--- config.mk ---
export PLATFORM = sky130hd
export DESIGN_NAME = arbitro_soc_eoc_flat
export DESIGN_NICKNAME = d
export VERILOG_FILES = /design/src/rtl/arbitro_soc_eoc_if.sv /design/src/rtl/arbitro_soc_eoc.sv /design/src/flat_wrapper.sv
export SDC_FILE = /design/constraint.sdc
export NUM_CORES = 1
export LEC_CHECK = 0
export CAP_MARGIN = 15
export CORE_MARGIN = 2
export CORE_UTILIZATION = 44
export DETAILED_ROUTE_END_ITERATION = 16
export PLACE_DENSITY = 0.76
export SETUP_SLACK_MARGIN = 0.4
export SYNTH_ARGS = -nofsm -noshare
export SYNTH_HDL_FRONTEND = slang
export SYNTH_SLANG_ARGS = --single-unit
export TNS_END_PERCENT = 30
--- constraint.sdc ---
create_clock -name clock -period 2.1 [get_ports clock]
set_input_delay 0.21 -clock clock [delete_from_list [all_inputs] [get_ports clock]]
set_output_delay 0.21 -clock clock [all_outputs]
set_load 0.05 [all_outputs]
--- src/rtl/arbitro_soc_eoc_if.sv ---
// Handshake bus between the two-requester arbiter, its requesters and the shared producer.
interface arbitro_soc_eoc_if #(parameter int W = 8);
   logic         req0;
   logic         req1;
   logic         ack0;
   logic         ack1;
   logic [W-1:0] dato;
   logic         soc;
   logic         eoc;
   logic [W-1:0] numero;
   logic         err;

   modport slave (
      input  req0, req1, eoc, numero,
      output ack0, ack1, dato, soc, err
   );

   modport master (
      output req0, req1, eoc, numero,
      input  ack0, ack1, dato, soc, err
   );
endinterface

--- src/rtl/arbitro_soc_eoc.sv ---
// Round-robin arbiter granting two four-phase requesters access to one soc/eoc producer.
// Optional watchdog abort of stalled producer cycles is enabled by defining ARB_TIMEOUT_EN.
module arbitro_soc_eoc #(
   parameter int W   = 8,
   parameter int TMO = 200
) (
   input  logic              clock,
   input  logic              reset_,
   arbitro_soc_eoc_if.slave  bus
);

   typedef enum logic [1:0] {
      S0 = 2'd0,
      S1 = 2'd1,
      S2 = 2'd2,
      S3 = 2'd3
   } state_t;

   state_t         r_star;
   logic           r_gnt;
   logic           r_last;
   logic           r_soc;
   logic           r_ack0;
   logic           r_ack1;
   logic           r_err;
   logic [W-1:0]   r_dato;

   logic           w_any;
   logic           w_win;
   logic           w_req_gnt;
   logic           w_tmo;

   assign w_any     = bus.req0 | bus.req1;
   // On a tie the requester that was not served last wins.
   assign w_win     = (bus.req0 & bus.req1) ? ~r_last : bus.req1;
   assign w_req_gnt = r_gnt ? bus.req1 : bus.req0;

`ifdef ARB_TIMEOUT_EN
   localparam int CW = $clog2(TMO + 1);

   logic [CW-1:0]  r_cnt;

   // The abort fires on the edge that would bring the counter to TMO.
   assign w_tmo = ((r_star == S1) || (r_star == S2)) && (r_cnt == CW'(TMO - 1));

   // Watchdog counter: cleared while idle, counts every edge spent waiting on the producer.
   always_ff @(posedge clock or negedge reset_) begin
      if (!reset_) begin
         r_cnt <= '0;
      end else if (r_star == S0) begin
         r_cnt <= '0;
      end else if ((r_star == S1) || (r_star == S2)) begin
         r_cnt <= r_cnt + 1'b1;
      end else begin
         r_cnt <= r_cnt;
      end
   end
`else
   wire [31:0] w_unused_tmo = 32'(TMO);

   assign w_tmo = 1'b0;
`endif

   // Arbitration and producer handshake state machine with registered outputs.
   always_ff @(posedge clock or negedge reset_) begin
      if (!reset_) begin
         r_star <= S0;
         r_gnt  <= 1'b0;
         r_last <= 1'b1;
         r_soc  <= 1'b0;
         r_ack0 <= 1'b0;
         r_ack1 <= 1'b0;
         r_err  <= 1'b0;
         r_dato <= '0;
      end else begin
         case (r_star)
            S0: begin
               if (w_any) begin
                  r_gnt  <= w_win;
                  r_soc  <= 1'b1;
                  r_star <= S1;
               end else begin
                  r_soc  <= 1'b0;
               end
            end
            S1: begin
               if (w_tmo) begin
                  r_soc  <= 1'b0;
                  r_err  <= 1'b1;
                  if (r_gnt) r_ack1 <= 1'b1;
                  else       r_ack0 <= 1'b1;
                  r_star <= S3;
               end else if (!bus.eoc) begin
                  r_soc  <= 1'b0;
                  r_star <= S2;
               end
            end
            S2: begin
               if (w_tmo) begin
                  r_soc  <= 1'b0;
                  r_err  <= 1'b1;
                  if (r_gnt) r_ack1 <= 1'b1;
                  else       r_ack0 <= 1'b1;
                  r_star <= S3;
               end else if (bus.eoc) begin
                  r_dato <= bus.numero;
                  if (r_gnt) r_ack1 <= 1'b1;
                  else       r_ack0 <= 1'b1;
                  r_star <= S3;
               end
            end
            S3: begin
               // A request dropped early still lands here and leaves after one edge.
               if (!w_req_gnt) begin
                  r_ack0 <= 1'b0;
                  r_ack1 <= 1'b0;
                  r_err  <= 1'b0;
                  r_last <= r_gnt;
                  r_star <= S0;
               end
            end
            default: begin
               r_star <= S0;
            end
         endcase
      end
   end

   assign bus.ack0 = r_ack0;
   assign bus.ack1 = r_ack1;
   assign bus.soc  = r_soc;
   assign bus.err  = r_err;
   assign bus.dato = r_dato;

endmodule

--- src/flat_wrapper.sv ---
// flat-port wrapper written by rule: the top's interface ports become plain ports
module arbitro_soc_eoc_flat 
#(
   parameter int W   = 8,
   parameter int TMO = 200
)
  (clock, reset_, bus_req0, bus_req1, bus_eoc, bus_numero, bus_ack0, bus_ack1, bus_dato, bus_soc, bus_err);
  arbitro_soc_eoc_if #(.W(W)) bus_i ();
  input  logic clock;
  input  logic reset_;
  input wire logic [$bits(bus_i.req0)-1:0] bus_req0;
  input wire logic [$bits(bus_i.req1)-1:0] bus_req1;
  input wire logic [$bits(bus_i.eoc)-1:0] bus_eoc;
  input wire logic [$bits(bus_i.numero)-1:0] bus_numero;
  output wire logic [$bits(bus_i.ack0)-1:0] bus_ack0;
  output wire logic [$bits(bus_i.ack1)-1:0] bus_ack1;
  output wire logic [$bits(bus_i.dato)-1:0] bus_dato;
  output wire logic [$bits(bus_i.soc)-1:0] bus_soc;
  output wire logic [$bits(bus_i.err)-1:0] bus_err;
  assign bus_i.req0 = bus_req0;
  assign bus_i.req1 = bus_req1;
  assign bus_i.eoc = bus_eoc;
  assign bus_i.numero = bus_numero;
  assign bus_ack0 = bus_i.ack0;
  assign bus_ack1 = bus_i.ack1;
  assign bus_dato = bus_i.dato;
  assign bus_soc = bus_i.soc;
  assign bus_err = bus_i.err;
  arbitro_soc_eoc #(.W(W), .TMO(TMO)) u_core (.clock(clock), .reset_(reset_), .bus(bus_i));
endmodule
==> metrics.txt <==
initial core utilization 45.9%; Hold Vio Cnt, Final 0; Row Count 15; hold crit path type input pin to asynchronous set/reset pin; unrepaired setup endpoints after global routing no; drt via density 4.70; Fin Clk Skew 0.000572 ns; # IOs 25; Critical Path Source Type flip-flop; Syn-to-layout area delta 39.7%; vias in the first global route 518; multi-input logic area 393 um^2; total negative slack 0 ns; critical path's slowest cell clkdlybuf4s50_1; Routed wire per std cell 11.7 um; Die W 46.2 um; Max Root-Sink Buffers 2; clk_lat worst skew 0.28 ns; WL final 1360 um; largest net degree at the start of global routing 16; fillers 133; Vias 545; crit path kind flip-flop to output pin; Synth Area in Compound Gates 11.6%; multiplexer share of the synthesized area 20.6%; # hold bufs at CTS 0; data arrival time of the worst path 1.46 ns; Setup Viol. Count Final 0; total grt overflow 0; Avg Inst Size Synth 12.5 um^2; post-synthesis adder-cell area fraction 9.57%; die area 2140 um^2; GRT Total Usage 14.6%; Yosys reg bits 15; status finished clean; first-pass GRT wire length 2190 um; total area of sequential cells 378 um^2; RePlAce Congestion 0.787; Design Power 0.00192 W; ANT cells 0; Final Max Tran Viols 0; main combinational cell family by area after synthesis multiplexers; XOR/XNOR Fraction of Synth Area 0%; Worst IR Drop VDD 0.857 mV; DP HPWL 1070 um; initial antenna violation count 0; sequential area share after synthesis 48.0%; post-synthesis cell area 785 um^2; drt first-iter violations 3; Mapped Cells 63; Max FO, Critical Path 2; post-synthesis net count 82; Worst-Margin Slew 0.672 ns; slew margin rel. 55.1%; Synth Warn # 0; slowest cell delay on critical path 0.81 ns; CTS Sinks 15; CP delay by family, top buffers and inverters; Distinct cells, synth 23; worst path cell trace clkdlybuf4s50_1; simple-gate share of the synthesized area 5.90%; Root Driver clkbuf_4; CP bufs+invs 1; CP required 1.89 ns; Final Cycle Share 79.6%; Max Cap Viol 0; htree depth 1; PortBufs 23; Final min period 1.67 ns; die height 46.2 um; drt first pass iters 4; Worst-path clk slew 0.09 ns; CTS tree yes; # DRC 0; Num CTS Buffers 3; layout cells sized above 1 26.4%; core area 1710 um^2; fmax 599 MHz; final layout net count 111; Crit. End Element output pin; pwr dens 1760 nW/um^2; leakage power total 0.477 nW; post-route antenna net violation count 0
## power breakdown
group	total, W	internal [W]	switching (W)
clock	0.000168	0.0000738	0.0000947
combinational	0.00122	0.000536	0.000685
sequential	0.000535	0.000437	0.0000978
## cell families after synthesis
kind of cell             Yosys count
AO/OA/AOI/OAI                     10
adder cells (fa/ha/maj)            6
buffers and inverters              7
flip-flops                        15
multiplexers                      14
other                              1
AND/OR/NAND/NOR                   10
## layout by cell type (no fill, tap or decap)
cell and count:
dfstp_2 1, o22ai_1 1, a21oi_1 2, dfrtp_1 13, mux2_4 2, a211oi_1 1, nand2_1 4, inv_1 4
buf_4 2, conb_1 1, nor2_1 3, inv_2 2, ha_1 4, a32o_1 1, nor2b_1 1, a221oi_1 1
o21ai_0 1, a221oi_4 1, clkbuf_4 3, a21o_1 1, ha_2 1, dfrtp_2 1, clkbuf_1 1, nand2b_1 1
mux2_2 9, nor3b_1 1, o31a_2 1, mux2i_1 3, clkdlybuf4s50_1 23, ha_4 1
## path summary, 6_finish.rpt
check                                                from                            to  slack (ns)  depth (start not counted)
max                        u_core.bus.dato[5]$_DFFE_PN0P_                   bus_dato[5]        0.43                          1
min                                                reset_  u_core.r_star[0]$_DFFE_PN0P_        0.32                          1
max reg2reg                  u_core.r_star[1]$_DFFE_PN0P_  u_core.r_star[1]$_DFFE_PN0P_        0.47                          4
min reg2reg                    u_core.bus.soc$_DFFE_PN0P_    u_core.bus.soc$_DFFE_PN0P_        0.49                          1
max in group asynchronous                          reset_  u_core.r_star[1]$_DFFE_PN0P_        1.31                          1
min in group clock             u_core.bus.soc$_DFFE_PN0P_    u_core.bus.soc$_DFFE_PN0P_        0.49                          1
## through the flow
| stage | instances | util (%) | cell area (um^2) | worst slack [ns] | hold slack [ns] |
|---|---|---|---|---|---|
| 2_1_floorplan | 63 | - | 785 | 0.445 | -0.0856 |
| 3_3_place_gp | 110 | 60.8 | 1040 | 0.335 | 0.466 |
| 3_5_place_dp | 110 | 60.8 | 1040 | 0.308 | 0.473 |
| 4_1_cts | 115 | 63.0 | 1080 | 0.424 | 0.347 |
| 5_1_grt | 116 | 64.2 | 1100 | 0.401 | 0.384 |
| 6_report | 116 | 64.2 | 1100 | 0.429 | 0.325 |
## registers in the layout, indices dropped and copies added, names as in the netlist
register	flops
u_core.bus.soc	1
u_core.r_star	2
u_core.bus.dato	8
u_core.bus.ack1	1
u_core.r_gnt	1
u_core.r_last	1
u_core.bus.ack0	1
## per-layer routing
layer  track usage (%)  part of all wire, %  up-vias
met5                 0                    0        -
met4              8.57                  2.2        0
met3              3.53                  2.9        4
met2              21.7                   48       10
met1              18.9                   47      257
li1                  -                    -      274
## final cells by class
cell class              count  area share, %
multi-input cells          41           35.8
flip-flops and latches     15           34.5
repair buffers             25           22.4
well taps                  25           2.85
clock buffers               4           2.40
inverters                   6           2.05
## cell usage after synthesis (all sizes together)
cell,n,area (um^2)
a211oi,1,7.51
a21o,1,7.51
a21oi,2,10.0
a221oi,2,35.0
a32o,1,10.0
buf,1,7.51
conb,1,3.75
dfrtp,14,350
dfstp,1,26.3
ha,6,75.1
inv,6,22.5
mux2,11,131
mux2i,3,30.0
nand2,4,15.0
nand2b,1,6.26
nor2,3,11.3
nor2b,1,6.26
nor3b,1,7.51
o21ai,1,5.00
o22ai,1,6.26
o31a,1,10.0
## timing repair
action | CTS | global route
endpoints found under the setup margin | 1 | 1
gates resized for setup | 2 | 4
setup buffers | 1 | 1
(Power assumes the default switching activity.)
